[src/rtl/fact_arbiter_if.sv]
// fact_arbiter_if -- bundle of requester, engine and response signals for
// fact_arbiter.
//
// Signals:
//   req / req_n      per-requester request level and operand (slice i = [i*DW +: DW])
//   gnt              one-hot, single-cycle grant pulse
//   eng_start/eng_n  start pulse and operand towards the factorial engine
//   eng_done/result  engine completion flag and result
//   rsp_valid/data   one-hot response valid and shared response data
//   rsp_err          response carries a timeout instead of a result
//   rsp_ack          per-requester response acknowledge
//   busy             arbiter is not idle
//
// Handshake semantics: a requester holds req[i] (and its operand) high until
// gnt[i] pulses; a response is offered on rsp_valid[i] with rsp_data/rsp_err
// held stable until the cycle in which rsp_ack[i] is sampled high, which
// completes the transfer. Acks on any other bit are ignored.
//
// Modports: master = requesters plus engine (drives req side and engine
// result), slave = the arbiter.
interface fact_arbiter_if #(
  parameter int NREQ = 4,
  parameter int DW   = 8,
  parameter int RW   = 32
);
  logic [NREQ-1:0]    req;
  logic [NREQ*DW-1:0] req_n;
  logic [NREQ-1:0]    gnt;
  logic               eng_start;
  logic [DW-1:0]      eng_n;
  logic               eng_done;
  logic [RW-1:0]      eng_result;
  logic [NREQ-1:0]    rsp_valid;
  logic [RW-1:0]      rsp_data;
  logic               rsp_err;
  logic [NREQ-1:0]    rsp_ack;
  logic               busy;

  modport master (
    output req, req_n, eng_done, eng_result, rsp_ack,
    input  gnt, eng_start, eng_n, rsp_valid, rsp_data, rsp_err, busy
  );

  modport slave (
    input  req, req_n, eng_done, eng_result, rsp_ack,
    output gnt, eng_start, eng_n, rsp_valid, rsp_data, rsp_err, busy
  );
endinterface

[src/rtl/fact_arbiter.sv]
// fact_arbiter -- round-robin arbiter that shares one factorial engine among
// NREQ requesters. One transaction at a time: IDLE -> ISSUE -> WAIT -> RESP.
//
// Ports:
//   clk        clock, rising edge
//   rst        asynchronous active-low reset
//   bus        fact_arbiter_if.slave (requests, engine handshake, responses)
//   dbg_state  current FSM state (IDLE=0, ISSUE=1, WAIT=2, RESP=3)
//
// Optional feature: define FACT_ARB_TIMEOUT_EN to enable an engine timeout of
// TMO cycles in WAIT, answering with rsp_data=0 and rsp_err=1.
module fact_arbiter #(
  parameter int NREQ = 4,
  parameter int DW   = 8,
  parameter int RW   = 32,
  parameter int TMO  = 255
) (
  input  logic            clk,
  input  logic            rst,
  fact_arbiter_if.slave   bus,
  output logic [1:0]      dbg_state
);

  localparam int IW = (NREQ > 1) ? $clog2(NREQ) : 1;

  localparam logic [1:0] IDLE  = 2'd0;
  localparam logic [1:0] ISSUE = 2'd1;
  localparam logic [1:0] WAIT  = 2'd2;
  localparam logic [1:0] RESP  = 2'd3;

  logic [1:0]    state;
  logic [IW-1:0] ptr;   // last granted index
  logic [IW-1:0] idx;   // index being served
  logic [DW-1:0] op;    // latched operand, drives eng_n
  logic [RW-1:0] data;  // captured response data

  logic [IW-1:0] win;
  logic          found;
  logic [IW:0]   cand;
  logic          tmo_hit;

  // Round-robin search starting just above the last granted index.
  always_comb begin
    win   = '0;
    found = 1'b0;
    cand  = '0;
    for (int k = 1; k <= NREQ; k++) begin
      cand = {1'b0, ptr} + (IW+1)'(k);
      if (cand >= (IW+1)'(NREQ)) cand = cand - (IW+1)'(NREQ);
      if (!found && bus.req[cand[IW-1:0]]) begin
        found = 1'b1;
        win   = cand[IW-1:0];
      end
    end
  end

  always_ff @(posedge clk or negedge rst) begin
    if (!rst) begin
      state <= IDLE;
      ptr   <= IW'(NREQ - 1);
      idx   <= '0;
      op    <= '0;
      data  <= '0;
    end else begin
      case (state)
        IDLE: begin
          if (found) begin
            idx   <= win;
            op    <= bus.req_n[win*DW +: DW];
            state <= ISSUE;
          end
        end
        ISSUE: state <= WAIT;
        WAIT: begin
          if (bus.eng_done) begin
            data  <= bus.eng_result;
            state <= RESP;
          end else if (tmo_hit) begin
            data  <= '0;
            state <= RESP;
          end
        end
        RESP: begin
          if (bus.rsp_ack[idx]) begin
            ptr   <= idx;
            state <= IDLE;
          end
        end
        default: state <= IDLE;
      endcase
    end
  end

`ifdef FACT_ARB_TIMEOUT_EN
  localparam int CW = (TMO > 1) ? $clog2(TMO + 1) : 1;

  logic [CW-1:0] cnt;
  logic          err;

  // cnt counts completed WAIT cycles; it is cleared while in ISSUE so it
  // starts at zero on WAIT entry.
  assign tmo_hit = (cnt == CW'(TMO - 1));

  always_ff @(posedge clk or negedge rst) begin
    if (!rst) begin
      cnt <= '0;
      err <= 1'b0;
    end else begin
      if (state == ISSUE) begin
        cnt <= '0;
      end else if (state == WAIT && !bus.eng_done && !tmo_hit) begin
        cnt <= cnt + 1'b1;
      end

      if (state == WAIT && !bus.eng_done && tmo_hit) begin
        err <= 1'b1;
      end else if (state == RESP && bus.rsp_ack[idx]) begin
        err <= 1'b0;
      end
    end
  end

  assign bus.rsp_err = err;
`else
  localparam int unused_tmo = TMO;

  assign tmo_hit     = 1'b0;
  assign bus.rsp_err = 1'b0;
`endif

  assign bus.gnt       = (state == ISSUE) ? (NREQ'(1) << idx) : '0;
  assign bus.eng_start = (state == ISSUE);
  assign bus.eng_n     = op;
  assign bus.rsp_valid = (state == RESP) ? (NREQ'(1) << idx) : '0;
  assign bus.rsp_data  = data;
  assign bus.busy      = (state != IDLE);
  assign dbg_state     = state;

endmodule
[src/flat_wrapper.sv]
// flat-port wrapper written by rule: the top's interface ports become plain ports
module fact_arbiter_flat 
#(
  parameter int NREQ = 4,
  parameter int DW   = 8,
  parameter int RW   = 32,
  parameter int TMO  = 255
)
  (clk, rst, dbg_state, bus_req, bus_req_n, bus_eng_done, bus_eng_result, bus_rsp_ack, bus_gnt, bus_eng_start, bus_eng_n, bus_rsp_valid, bus_rsp_data, bus_rsp_err, bus_busy);
  fact_arbiter_if #(.NREQ(NREQ), .DW(DW), .RW(RW)) bus_i ();
  input  logic clk;
  input  logic rst;
  output logic [1:0] dbg_state;
  input wire logic [$bits(bus_i.req)-1:0] bus_req;
  input wire logic [$bits(bus_i.req_n)-1:0] bus_req_n;
  input wire logic [$bits(bus_i.eng_done)-1:0] bus_eng_done;
  input wire logic [$bits(bus_i.eng_result)-1:0] bus_eng_result;
  input wire logic [$bits(bus_i.rsp_ack)-1:0] bus_rsp_ack;
  output wire logic [$bits(bus_i.gnt)-1:0] bus_gnt;
  output wire logic [$bits(bus_i.eng_start)-1:0] bus_eng_start;
  output wire logic [$bits(bus_i.eng_n)-1:0] bus_eng_n;
  output wire logic [$bits(bus_i.rsp_valid)-1:0] bus_rsp_valid;
  output wire logic [$bits(bus_i.rsp_data)-1:0] bus_rsp_data;
  output wire logic [$bits(bus_i.rsp_err)-1:0] bus_rsp_err;
  output wire logic [$bits(bus_i.busy)-1:0] bus_busy;
  assign bus_i.req = bus_req;
  assign bus_i.req_n = bus_req_n;
  assign bus_i.eng_done = bus_eng_done;
  assign bus_i.eng_result = bus_eng_result;
  assign bus_i.rsp_ack = bus_rsp_ack;
  assign bus_gnt = bus_i.gnt;
  assign bus_eng_start = bus_i.eng_start;
  assign bus_eng_n = bus_i.eng_n;
  assign bus_rsp_valid = bus_i.rsp_valid;
  assign bus_rsp_data = bus_i.rsp_data;
  assign bus_rsp_err = bus_i.rsp_err;
  assign bus_busy = bus_i.busy;
  fact_arbiter #(.NREQ(NREQ), .DW(DW), .RW(RW), .TMO(TMO)) u_core (.clk(clk), .rst(rst), .bus(bus_i), .dbg_state(dbg_state));
endmodule
[config.mk]
export PLATFORM = sky130hd
export DESIGN_NAME = fact_arbiter_flat
export DESIGN_NICKNAME = d
export VERILOG_FILES = /design/src/rtl/fact_arbiter_if.sv /design/src/rtl/fact_arbiter.sv /design/src/flat_wrapper.sv
export SDC_FILE = /design/constraint.sdc
export NUM_CORES = 1
export LEC_CHECK = 0
export CORE_ASPECT_RATIO = 0.8
export CORE_MARGIN = 10
export CORE_UTILIZATION = 35
export CTS_BUF_LIST = sky130_fd_sc_hd__clkbuf_4
export DETAILED_ROUTE_END_ITERATION = 6
export GPL_TIMING_DRIVEN = 0
export PLACE_DENSITY = 0.77
export SKIP_LAST_GASP = 1
export SLEW_MARGIN = 30
export SYNTH_ARGS = -nofsm -noshare
export SYNTH_HDL_FRONTEND = slang
export SYNTH_SLANG_ARGS = --single-unit
[constraint.sdc]
create_clock -name clk -period 1.7 [get_ports clk]
set_input_delay 0.255 -clock clk [delete_from_list [all_inputs] [get_ports clk]]
set_output_delay 0.255 -clock clk [all_outputs]
set_load 0.05 [all_outputs]
==> reports/summary.json, run 1 <==
{
  "run_status": "complete, but fails checks",
  "failing_checks": "negative setup slack",
  "critical_path_arrival_ns": 2.11,
  "io_pins": 128,
  "final_max_slew_violation_count": 0,
  "route.detailed.drc": 0,
  "chipWidth_um": 111,
  "synthSimpleGateAreaFrac_pct": 11.6,
  "diodes": 0,
  "worst_pin_slew_ns": 0.606,
  "minimum_period_implied_by_the_final_worst_setup_slack_ns": 1.88,
  "fraction_of_the_mapped_netlist_area_in_adder_cells_pct": 2.17,
  "worst-setup-path-type": "flop to flop",
  "leakagePower_nw": 1.75,
  "hold_path.class": "input pin to async pin",
  "timing_hold_violations_final": 0,
  "gp_routability_congestion": 0.777,
  "largest_fanout_of_any_net_on_the_critical_path": 4,
  "cts_htree_levels": 2,
  "grt_max_degree": 47,
  "synthDistinctLibCells": 40,
  "met3RoutedLength_um": 622,
  "synth-edff-count": 0,
  "ir_drop_v": 0.00100,
  "critPathCaptureType": "flop",
  "cts.path.max_buffers": 2,
  "finalInstanceArea_um2": 4180,
  "syn_area_um2": 2310,
  "first_global_vias": 2232,
  "synth.avg_cell_area_um2": 12.9,
  "reg2regPathDepth": 7,
  "ctsRootBufferMaster": "sky130_fd_sc_hd__clkbuf_4",
  "cpMaxStageDelayCell": "sky130_fd_sc_hd__dfstp_2",
  "std_cell_rows": 26,
  "place_ws_ns": -0.638,
  "power_density_nw_per_um2": 1970,
  "synth.ff_latch_count": 46,
  "synthFlopType": "sky130_fd_sc_hd__dfrtp_1",
  "fin_crit_sh_pct": 111,
  "skew_ns": 0.00958,
  "dieArea_um2": 10300,
  "post_route_cells_drive_above_1_share_pct": 39.0,
  "port-buffer-count": 126,
  "synth.yosys.seq_area_share_pct": 50.0,
  "drt-initial-drc-count": 49,
  "final_critical_path_setup_slack_ns": -0.180,
  "postPlaceCellArea_um2": 3730,
  "top_signal_layer_used": "met4",
  "grtUsageTotal_pct": 14.0,
  "synth_compound_gate_area_share_pct": 11.5,
  "wl_per_cell_um": 18.6,
  "final-setup-viol-count": 13,
  "rr_endpoint": "u_core.bus.eng_n[6]$_DFFE_PN0P_",
  "wl_met2_mm": 3.84,
  "cts_tree": "yes",
  "drt_pre_antenna_iters": 4,
  "rsz0062_at_grt": "yes",
  "worst_path_largest_cell_delay_ns": 0.59,
  "slew_headroom_pct": 59.6,
  "maxCapViolCount": 0,
  "r2r_start": "u_core.ptr[1]$_DFFE_PN1P_",
  "global_route_wire_length_before_repair_mm": 11.9,
  "reg2reg_setup_slack_ns": -0.18,
  "cp_data_required_time_ns": 1.93,
  "combinational_family_with_the_most_area_after_synthesis": "multiplexers",
  "postSynthCellCount": 179,
  "drt-total-wl_mm": 7.73,
  "synth_xor_area_share_pct": 0,
  "core-area_um2": 6410,
  "synthesis.nets": 258,
  "area_growth_syn_to_layout_pct": 81.0,
  "tritoncts.num_buffers": 5,
  "clock.fmax_mhz": 532,
  "clkLatencyLatePin_ns": 0.35,
  "floorplan.initialDensity_pct": 36.0,
  "startpoint_type_of_the_worst_setup_path": "flop",
  "finish.net_count": 409,
  "synth-async-reset-ratio_pct": 100,
  "cts.sink_count": 46,
  "mux_share_of_post_synthesis_cell_area_pct": 22.0,
  "grt-ovfl-total": 0,
  "clkTransAtPathRegs_ns": 0.14,
  "initial_antenna_violation_count": 0,
  "floorplan.die.height_um": 92.6,
  "detailedPlacementHpwl_mm": 5.60,
  "worstPathCellList": "mux2i_2 -> o22ai_4 -> buf_4 -> nor2_4 -> buf_4 -> mux2i_2 -> a211oi_2",
  "route.antenna.remaining_nets": 0,
  "met1_length_mm": 3.23,
  "detail_route.vias_per_cell": 4.89,
  "syn_warnings": 0,
  "detailroute.via_count": 2028
}
==> layer usage <==
metal	up-vias	GRT usage [%]
met5	-	0
met4	0	1.95
met3	4	6.13
met2	76	23.8
met1	997	16.4
li1	951	-
==> placed cells by master (no fill, tap or decap), types with 2 or more instances in the layout <==
cell                               n
sky130_fd_sc_hd__clkdlybuf4s50_1  71
sky130_fd_sc_hd__dlygate4sd2_1    42
sky130_fd_sc_hd__dfrtp_1          42
sky130_fd_sc_hd__mux2_2           35
sky130_fd_sc_hd__buf_4            24
sky130_fd_sc_hd__nor2_1            9
sky130_fd_sc_hd__buf_6             8
sky130_fd_sc_hd__a2111oi_4         8
sky130_fd_sc_hd__clkbuf_4          7
sky130_fd_sc_hd__nor3b_1           6
sky130_fd_sc_hd__a211oi_2          5
sky130_fd_sc_hd__mux2i_1           5
sky130_fd_sc_hd__mux2i_2           4
sky130_fd_sc_hd__nor2_4            3
sky130_fd_sc_hd__inv_1             3
sky130_fd_sc_hd__a211oi_1          3
sky130_fd_sc_hd__ha_4              3
sky130_fd_sc_hd__nor3b_4           2
sky130_fd_sc_hd__nand2_1           2
sky130_fd_sc_hd__nor2_2            2
sky130_fd_sc_hd__nor3_4            2
sky130_fd_sc_hd__a21oi_4           2
sky130_fd_sc_hd__or2b_1            2
sky130_fd_sc_hd__o21ai_1           2
sky130_fd_sc_hd__nor3b_2           2
sky130_fd_sc_hd__buf_12            2
sky130_fd_sc_hd__a21o_1            2
sky130_fd_sc_hd__a21oi_1           2
sky130_fd_sc_hd__dlymetal6s2s_1    2
sky130_fd_sc_hd__dfrtp_2           2
sky130_fd_sc_hd__dfstp_2           2
==> critical path: cells and delay by family (launching register included) <==
kind                   cells  cell delay, ns
AO/OA/AOI/OAI              2            0.21
buffers and inverters      2            0.33
flip-flops                 1            0.59
multiplexers               2            0.51
AND/OR/NAND/NOR            1            0.13
==> synthesized netlist by cell type (3+ instances only) <==
library cell / instances / share of area [%]
sky130_fd_sc_hd__dfrtp_1: 44 / 48
sky130_fd_sc_hd__nor3b_1: 10 / 3.3
sky130_fd_sc_hd__a2111oi_2: 7 / 4.6
sky130_fd_sc_hd__mux2_2: 35 / 17
sky130_fd_sc_hd__mux2i_1: 9 / 3.9
sky130_fd_sc_hd__inv_1: 5 / 0.81
sky130_fd_sc_hd__ha_1: 4 / 2.2
sky130_fd_sc_hd__a211oi_1: 8 / 2.6
sky130_fd_sc_hd__buf_1: 3 / 0.49
sky130_fd_sc_hd__nand2_1: 4 / 0.65
sky130_fd_sc_hd__nor2_1: 13 / 2.1
==> worst max-delay path by stage <==
| stage | startpoint | end | slack, ns |
|---|---|---|---|
| CTS | u_core.ptr[1]$_DFFE_PN1P_ | u_core.bus.eng_n[2]$_DFFE_PN0P_ | -0.18 |
| finish | u_core.ptr[1]$_DFFE_PN1P_ | u_core.bus.eng_n[6]$_DFFE_PN0P_ | -0.18 |
| global route | u_core.ptr[1]$_DFFE_PN1P_ | u_core.bus.eng_n[6]$_DFFE_PN0P_ | -0.24 |
| detailed placement | bus_req[1] | u_core.bus.eng_n[4]$_DFFE_PN0P_ | -0.64 |
| global placement | rst | u_core.dbg_state[0]$_DFFE_PN0P_ | -1.16 |
| floorplan | u_core.ptr[1]$_DFFE_PN1P_ | u_core.bus.eng_n[0]$_DFFE_PN0P_ | -0.14 |
==> per-stage QoR <==
step	power [mW]	util (%)	TNS [ns]	std cells	hold slack, ns
detailed placement	7.35	58.2	-9.81	389	0.307
global route	8.69	65.2	-2.42	415	0.476
global placement	7.27	58.2	-53.88	389	0.486
CTS	7.97	62.1	-1.84	410	0.461
floorplan	5.58	-	-0.941	179	-0.0406
finish	8.23	65.2	-1.43	415	0.454
==> area by class of cell <==
type / count / area [µm²]
Timing Repair Buffer: 144 / 1360
Clock buffer: 6 / 45.0
Clock inverter: 2 / 13.8
Inverter: 5 / 21.3
Buffer: 8 / 76.3
Fill cell: 529 / 2230
Multi-Input combinational cell: 120 / 1400
Tap cell: 84 / 105
Sequential cell: 46 / 1160
==> cells by family after synthesis <==
family,Yosys count
other cells,1
mux,45
buf+inv,13
fa+ha+maj,4
simple gates,43
compound gates,27
flops,46
==> report_power, final <==
| part | switching [mW] | total [mW] | internal [mW] |
|---|---|---|---|
| Combinational | 3.64 | 5.71 | 2.07 |
| Sequential | 0.306 | 1.98 | 1.67 |
| Clock | 0.363 | 0.543 | 0.180 |
| Total | 4.31 | 8.23 | 3.92 |
==> sequential cells by signal, summed over array words and instances (netlist names) <==
signal	flops
u_core.ptr	2
u_core.bus.rsp_data	32
u_core.dbg_state	2
u_core.bus.eng_n	8
u_core.idx	2
==> repair_timing <==
action	CTS	global route
setup endpoints to repair	65	49
pin swaps	15	10
setup buffers	12	5
hold endpoints to repair	44	0
hold buffers	1	0
gates resized for setup	130	38
(Power assumes the default switching activity.)
==> inputs of run 2 (changes only) <==
- CORE_MARGIN: 10 -> 1.5
- PLACE_DENSITY: 0.77 -> 0.74
- clock period: 1.7 -> 1.99 ns (I/O delays scaled with it)
==> run 2 against run 1 <==
Against the previous run:
- highest routed layer unchanged
- final area decreased by 9.0%
- clock-buffer cell count increased by 1
- sequential share of layout area rose by 2.7 points
- largest power group unchanged
- clock skew up 0.0046 ns
- the flow now finishes without violations
- die area is 31% lower
- sequential cell count is the same
- final cell count fell by 4.1%
==> reports/summary.json, run 2 (synthesis gave the netlist of run 1 again) <==
{
  "tns": {"value": 0, "unit": "ns", "change": "+1.43 ns"},
  "startpoint_type_of_the_worst_setup_path": "input pin",
  "port-buffer-count": {"value": 126, "change": "unchanged"},
  "drt_pre_antenna_iters": {"value": 4, "change": "unchanged"},
  "final_max_slew_violation_count": {"value": 0, "change": "unchanged"},
  "global_route_wire_length_before_repair": {"value": 9.18, "unit": "mm", "change": "-23%"},
  "grtUsageTotal": {"value": 16.7, "unit": "%", "change": "+2.7 points"},
  "tritoncts.num_buffers": {"value": 5, "change": "unchanged"},
  "p_comb_share": {"value": 65.6, "unit": "%", "change": "-3.8 points"},
  "io_pins": {"value": 128, "change": "unchanged"},
  "cts_tree": "yes",
  "initial_antenna_violation_count": {"value": 0, "change": "unchanged"},
  "fin_crit_sh_pct": 97.4,
  "detail_route.vias_per_cell": {"value": 4.84, "change": "-1.0%"},
  "rr_endpoint": "u_core.bus.eng_n[2]$_DFFE_PN0P_",
  "critPathCaptureType": "flop",
  "layout.cells.most_common": "sky130_fd_sc_hd__clkdlybuf4s50_1",
  "largest_reg_flops": {"value": 32, "change": "unchanged"},
  "first_global_vias": {"value": 1933, "change": "-13%"},
  "grt-ovfl-total": {"value": 0, "change": "unchanged"},
  "clock.fmax_mhz": 516,
  "dieArea": {"value": 7090, "unit": "µm²", "change": "-31%"},
  "detailroute.via_count": {"value": 1925, "change": "-5.1%"},
  "run_status": "finished clean",
  "clkLatencyLatePin": {"value": 0.34, "unit": "ns", "change": "about the same"},
  "diodes": {"value": 0, "change": "unchanged"},
  "rsz0062_at_grt": "yes",
  "chipWidth": {"value": 93.8, "unit": "µm", "change": "-15%"},
  "leakagePower": {"value": 1.54, "unit": "nW", "change": "-12%"},
  "r2r_start": "u_core.ptr[1]$_DFFE_PN1P_",
  "finalInstanceArea": {"value": 3800, "unit": "µm²", "change": "-9.0%"},
  "cts.sink_count": {"value": 46, "change": "unchanged"},
  "power_density": {"value": 1770, "unit": "nW/µm²", "change": "-10%"},
  "maxCapViolCount": {"value": 0, "change": "unchanged"},
  "largest_fanout_of_any_net_on_the_critical_path": {"value": 8, "change": "+4"},
  "worst_pin_slew": {"value": 0.637, "unit": "ns", "change": "+0.0307 ns"},
  "intPower": {"value": 3.36, "unit": "mW", "change": "-14%"},
  "reg2regPathDepth": {"value": 6, "change": "-1"},
  "cp_data_required_time": {"value": 2.24, "unit": "ns", "change": "+0.31 ns"},
  "final-setup-viol-count": {"value": 0, "change": "-13"},
  "gp_routability_congestion": {"value": 0.718, "change": "-7.7%"},
  "hold_path.class": "input pin to async pin",
  "drt-initial-drc-count": {"value": 41, "change": "-16%"},
  "route.detailed.drc": {"value": 0, "change": "unchanged"},
  "critical_path_arrival": {"value": 2.19, "unit": "ns", "change": "+0.08 ns"},
  "floorplan.initialDensity": {"value": 36.2, "unit": "%", "change": "+0.18 points"},
  "ctsRootBufferMaster": "sky130_fd_sc_hd__clkbuf_4",
  "clock_power_share": {"value": 8.7, "unit": "%", "change": "+2.1 points"},
  "std_cell_rows": {"value": 26, "change": "unchanged"},
  "cts.path.max_buffers": {"value": 2, "change": "unchanged"},
  "minimum_period_implied_by_the_final_worst_setup_slack_ns": 1.94,
  "worst_setup_path_startpoint": "bus_req[1]",
  "route.antenna.remaining_nets": {"value": 0, "change": "unchanged"},
  "skew": {"value": 0.0142, "unit": "ns", "change": "+0.00463 ns"},
  "post_route_cells_drive_above_1_share": {"value": 27.7, "unit": "%", "change": "-11 points"},
  "floorplan.die.height": {"value": 75.6, "unit": "µm", "change": "-18%"},
  "worst-setup-path-type": "input pin to flop",
  "core-area": {"value": 6380, "unit": "µm²", "change": "-0.51%"},
  "reg2reg_setup_slack": {"value": 0.09, "unit": "ns", "change": "+0.27 ns"},
  "timing_hold_violations_final": {"value": 0, "change": "unchanged"},
  "netSwitchingPower": {"value": 3.35, "unit": "mW", "change": "-22%"},
  "detailedPlacementHpwl": {"value": 4.57, "unit": "mm", "change": "-19%"},
  "most-common-layout-cells": "sky130_fd_sc_hd__clkdlybuf4s50_1, sky130_fd_sc_hd__dfrtp_1, sky130_fd_sc_hd__mux2_2",
  "drt-total-wl": {"value": 5.79, "unit": "mm", "change": "-25%"},
  "slew_headroom": {"value": 57.4, "unit": "%", "change": "-2.2 points"},
  "cts_htree_levels": {"value": 2, "change": "unchanged"},
  "p_seq_share": {"value": 25.7, "unit": "%", "change": "+1.7 points"},
  "ir_drop": {"value": 0.00107, "unit": "V", "change": "+7.4%"},
  "grt_max_degree": {"value": 47, "change": "unchanged"},
  "clkTransAtPathRegs": {"value": 0.13, "unit": "ns", "change": "about the same"},
  "sw_frac_of_total": {"value": 49.9, "unit": "%", "change": "-2.4 points"},
  "wl_per_cell": {"value": 14.5, "unit": "µm", "change": "-22%"},
  "area_growth_syn_to_layout_pct": 64.8,
  "postPlaceCellArea": {"value": 3700, "unit": "µm²", "change": "-0.81%"},
  "finish.net_count": {"value": 392, "change": "-4.2%"}
}
-- run 2: changes by cell type in the layout (fill, tap and decap cells not counted), sizes merged --
cell / change
clkinv: -2
clkdlybuf4s50: +44
clkdlybuf4s15: +1
buf: -22
clkbuf: +5
bufinv: +1
dlymetal6s2s: -2
dlygate4sd2: -42
-- run 2: what timing repair did --
item / CTS / global route
setup buffers: 1 / 0
hold endpoints to repair: 44 / 0
setup endpoints to repair: 18 / 26
resized for setup: 29 / 23
hold buffers: 1 / 0
pin swaps: 1 / 1
cloned: 0 / 0
-- run 2: area by class of cell --
cell class,instances,area [µm²]
buffer,7,41.3
sequential,46,1160
tap,84,105
clock inverter,1,30.0
inverter,5,18.8
fill,558,2570
multi-input combinational,120,1160
timing repair buffer,128,1230
clock buffer,7,52.6
-- run 2: worst max-delay path by stage --
| stage | endpoint | cells after the start |
|---|---|---|
| after detailed placement | u_core.bus.eng_n[3]$_DFFE_PN0P_ | 6 |
| final | u_core.bus.eng_n[7]$_DFFE_PN0P_ | 6 |
| after global placement | u_core.dbg_state[0]$_DFFE_PN0P_ | 1 |
| after floorplan | bus_gnt[0] | 3 |
| after global routing | u_core.bus.eng_n[7]$_DFFE_PN0P_ | 6 |
| after CTS | bus_rsp_valid[1] | 4 |
-- run 2: power groups by stage --
stage	clock network, mW	logic, mW	registers [mW]
5_1_grt	0.638	4.66	1.79
4_1_cts	0.599	4.43	1.73
2_1_floorplan	0	1.49	3.22
3_5_place_dp	0	4.44	1.72
6_report	0.583	4.41	1.73
3_3_place_gp	0	4.39	1.69
-- run 2: metal layers --
layer  track usage (%)  vias up  share of wire (%)
met1              21.9      932                 44
met2              27.2       64                 47
li1                  -      923                  -
met4              4.81        0                1.0
met3              5.09        6                7.7
met5                 0        -                  0
-- run 2: metrics by stage --
step                      hold slack (ns)  cells  utilization (%)  total power [mW]  setup slack (ns)
after floorplan                   0.00291    179                -              4.70            -0.136
after global placement              0.486    389             58.0              6.08            -0.841
after detailed placement            0.346    389             58.0              6.16            -0.379
after CTS                           0.488    398             59.9              6.76            -0.187
after global routing                0.522    398             59.6              7.09           -0.0491
final                               0.480    398             59.6              6.72            0.0518
-- run 2: critical path, stage by stage --
cell and delay (ns):
sky130_fd_sc_hd__clkdlybuf4s50_1 0.55, sky130_fd_sc_hd__o21ai_1 0.24, sky130_fd_sc_hd__a21oi_2 0.11, sky130_fd_sc_hd__nor3_4 0.57
sky130_fd_sc_hd__mux2i_1 0.16, sky130_fd_sc_hd__a211oi_1 0.25
==> inputs of run 3 (changes only) <==
- PLACE_DENSITY: 0.74 -> 0.77
- clock period: 1.99 -> 1.6 ns (I/O delays scaled with it)
==> run 3 against run 2 <==
Against the previous run:
- the run now ends with negative setup slack left
- first-iteration DRC count is 32% higher
- final area is 15% higher
- via count increased by 6.1%
- clock skew shrank 0.0055 ns
- non-clock buffer count grew 25
- critical path depth stayed put
- sequential cell count unchanged
- sequential share of layout area shrank 3.9 points
- register-to-register slack worse by 0.35 ns
- die area stayed put
- routed wire length rose by 11%
- worst hold slack got worse by 0.062 ns
==> reports/summary.json, run 3 (synthesis gave the netlist of run 1 again) <==
{
  "critPathCaptureType": "flop",
  "drt-total-wl": {"value": 6.44, "unit": "mm", "change": "+11%"},
  "grt_max_degree": {"value": 47, "change": "unchanged"},
  "p_seq_share": {"value": 22.8, "unit": "%", "change": "-2.9 points"},
  "ctsRootBufferMaster": "sky130_fd_sc_hd__clkbuf_4",
  "fillCellCount": {"value": 474, "change": "-15%"},
  "reg2reg_setup_slack": {"value": -0.26, "unit": "ns", "change": "-0.35 ns"},
  "final_critical_path_setup_slack": {"value": -0.264, "unit": "ns", "change": "-0.316 ns"},
  "timing_hold_violations_final": {"value": 0, "change": "unchanged"},
  "global_route_wire_length_before_repair": {"value": 9.89, "unit": "mm", "change": "+7.7%"},
  "initial_antenna_violation_count": {"value": 0, "change": "unchanged"},
  "netSwitchingPower": {"value": 4.63, "unit": "mW", "change": "+38%"},
  "cts_tree": "yes",
  "detailroute.via_count": {"value": 2042, "change": "+6.1%"},
  "leakagePower": {"value": 1.80, "unit": "nW", "change": "+17%"},
  "fin_crit_sh_pct": 116,
  "finish.net_count": {"value": 417, "change": "+6.4%"},
  "area_growth_syn_to_layout_pct": 89.0,
  "cts_htree_levels": {"value": 2, "change": "unchanged"},
  "largest_fanout_of_any_net_on_the_critical_path": {"value": 10, "change": "+2"},
  "final-setup-viol-count": {"value": 18, "change": "+18"},
  "gp_routability_congestion": {"value": 0.848, "change": "+18%"},
  "finalInstanceArea": {"value": 4360, "unit": "µm²", "change": "+15%"},
  "worst_pin_slew": {"value": 0.618, "unit": "ns", "change": "-0.0187 ns"},
  "floorplan.initialDensity": {"value": 36.2, "unit": "%", "change": "unchanged"},
  "clkLatencyLatePin": {"value": 0.35, "unit": "ns", "change": "about the same"},
  "maxCapViolCount": {"value": 0, "change": "unchanged"},
  "route.antenna.remaining_nets": {"value": 0, "change": "unchanged"},
  "core-area": {"value": 6380, "unit": "µm²", "change": "unchanged"},
  "cts.path.max_buffers": {"value": 2, "change": "unchanged"},
  "rr_endpoint": "u_core.bus.eng_n[5]$_DFFE_PN0P_",
  "chipWidth": {"value": 93.8, "unit": "µm", "change": "unchanged"},
  "whs": {"value": 0.419, "unit": "ns", "change": "-0.0619 ns"},
  "reg2regPathDepth": {"value": 6, "change": "unchanged"},
  "grtUsageTotal": {"value": 18.3, "unit": "%", "change": "+1.6 points"},
  "layout.cells.most_common": "sky130_fd_sc_hd__clkdlybuf4s50_1",
  "worst-setup-path-type": "input pin to flop",
  "port-buffer-count": {"value": 126, "change": "unchanged"},
  "clock_power_share": {"value": 7.8, "unit": "%", "change": "-0.9 points"},
  "detailedPlacementHpwl": {"value": 4.62, "unit": "mm", "change": "+1.2%"},
  "startpoint_type_of_the_worst_setup_path": "input pin",
  "dieArea": {"value": 7090, "unit": "µm²", "change": "unchanged"},
  "final_util": {"value": 68.4, "unit": "%", "change": "+8.8 points"},
  "diodes": {"value": 0, "change": "unchanged"},
  "detail_route.vias_per_cell": {"value": 4.83, "change": "-0.19%"},
  "tritoncts.num_buffers": {"value": 5, "change": "unchanged"},
  "skew": {"value": 0.00870, "unit": "ns", "change": "-0.00551 ns"},
  "r2r_start": "u_core.ptr[1]$_DFFE_PN1P_",
  "worst_path_largest_cell_delay": {"value": 0.55, "unit": "ns", "change": "-0.02 ns"},
  "hold_path.class": "input pin to async pin",
  "final_max_slew_violation_count": {"value": 0, "change": "unchanged"},
  "drt_pre_antenna_iters": {"value": 4, "change": "unchanged"},
  "wl_per_cell": {"value": 15.2, "unit": "µm", "change": "+4.7%"},
  "cp_data_required_time": {"value": 1.87, "unit": "ns", "change": "-0.37 ns"},
  "power": {"value": 9.26, "unit": "mW", "change": "+38%"},
  "std_cell_rows": {"value": 26, "change": "unchanged"},
  "first_global_vias": {"value": 2056, "change": "+6.4%"},
  "largest_reg_flops": {"value": 32, "change": "unchanged"},
  "slew_headroom": {"value": 58.8, "unit": "%", "change": "+1.4 points"},
  "rsz0062_at_grt": "yes",
  "grt-ovfl-total": {"value": 0, "change": "unchanged"},
  "cts.sink_count": {"value": 46, "change": "unchanged"},
  "worstPathCellList": "clkdlybuf4s50_1 -> nor4_2 -> or2b_1 -> buf_6 -> nor2_1 -> a211oi_1",
  "most-common-layout-cells": "sky130_fd_sc_hd__clkdlybuf4s50_1, sky130_fd_sc_hd__dfrtp_1, sky130_fd_sc_hd__dlygate4sd2_1",
  "cpMaxStageDelayCell": "sky130_fd_sc_hd__clkdlybuf4s50_1",
  "route.detailed.drc": {"value": 0, "change": "unchanged"},
  "floorplan.die.height": {"value": 75.6, "unit": "µm", "change": "unchanged"},
  "run_status": "complete, but fails checks",
  "clkTransAtPathRegs": {"value": 0.14, "unit": "ns", "change": "about the same"},
  "io_pins": {"value": 128, "change": "unchanged"},
  "failing_checks": "negative setup slack",
  "clock.fmax_mhz": 537,
  "intPower": {"value": 4.63, "unit": "mW", "change": "+38%"},
  "ir_drop": {"value": 0.00119, "unit": "V", "change": "+11%"},
  "power_density": {"value": 2120, "unit": "nW/µm²", "change": "+20%"},
  "minimum_period_implied_by_the_final_worst_setup_slack_ns": 1.86,
  "postPlaceCellArea": {"value": 3880, "unit": "µm²", "change": "+5.0%"},
  "drt-initial-drc-count": {"value": 54, "change": "+32%"},
  "critical_path_arrival": {"value": 2.13, "unit": "ns", "change": "-0.06 ns"},
  "p_comb_share": {"value": 69.4, "unit": "%", "change": "+3.8 points"},
  "sw_frac_of_total": {"value": 50.0, "unit": "%", "change": "+0.11 points"},
  "post_route_cells_drive_above_1_share": {"value": 41.6, "unit": "%", "change": "+14 points"}
}
-- run 3: power by group through the flow --
stage / sequential, mW / clock [mW] / combinational, mW
6_report: 2.11 / 0.726 / 6.42
5_1_grt: 2.19 / 0.811 / 6.76
4_1_cts: 2.10 / 0.761 / 5.96
3_5_place_dp: 2.17 / 0 / 5.86
3_3_place_gp: 2.13 / 0 / 5.80
2_1_floorplan: 4.03 / 0 / 2.16
-- run 3: per-stage QoR --
stage	std cells	TNS [ns]	setup WS (ns)
final	423	-2.91	-0.264
after global routing	423	-4.39	-0.346
after CTS	412	-3.30	-0.301
after detailed placement	389	-11.70	-0.726
after global placement	389	-60.10	-1.26
after floorplan	179	-1.59	-0.187
-- run 3: worst max-delay path by stage --
stage                              start  slack (ns)  cells past startpoint                              end
6_report                      bus_req[3]       -0.26                      6  u_core.bus.eng_n[7]$_DFFE_PN0P_
5_1_grt        u_core.ptr[1]$_DFFE_PN1P_       -0.35                      6  u_core.bus.eng_n[5]$_DFFE_PN0P_
4_1_cts        u_core.ptr[1]$_DFFE_PN1P_       -0.30                      6  u_core.bus.eng_n[7]$_DFFE_PN0P_
3_5_place_dp                  bus_req[1]       -0.73                      6  u_core.bus.eng_n[7]$_DFFE_PN0P_
3_3_place_gp                         rst       -1.26                      1  u_core.dbg_state[1]$_DFFE_PN0P_
2_1_floorplan  u_core.ptr[1]$_DFFE_PN1P_       -0.19                      6  u_core.bus.eng_n[0]$_DFFE_PN0P_
-- run 3: critical path, delay by kind of cell --
family	cells	cell delay [ns]
buf+inv	2	0.78
simple gates	3	0.92
compound gates	1	0.20
-- run 3: repair_timing --
item / in CTS / in global routing
buffers inserted: 14 / 10
gates resized for setup: 130 / 43
hold buffers: 1 / 0
pin swaps: 5 / 10
endpoints found under the hold margin: 44 / 0
endpoints found under the setup margin: 63 / 57
gates cloned: 0 / 1
-- run 3: layer usage --
| metal | wire, µm | share of wire (%) | global-route usage, % |
|---|---|---|---|
| met1 | 2610 | 40 | 22.1 |
| met2 | 3210 | 50 | 30.9 |
| met3 | 605 | 9.4 | 7.78 |
| met4 | 19 | 0.29 | 4.31 |
| met5 | 0 | 0 | 0 |
-- run 3: layout make-up --
| type | count | area [µm²] | area share [%] |
|---|---|---|---|
| inverters | 5 | 26.3 | 0.602 |
| repair buffers | 152 | 1480 | 34.0 |
| flip-flops and latches | 46 | 1160 | 26.5 |
| clock buffers | 5 | 37.5 | 0.861 |
| plain buffers | 8 | 106 | 2.44 |
| clock inverters | 3 | 43.8 | 1.00 |
| well taps | 84 | 105 | 2.41 |
| multi-input cells | 120 | 1400 | 32.2 |
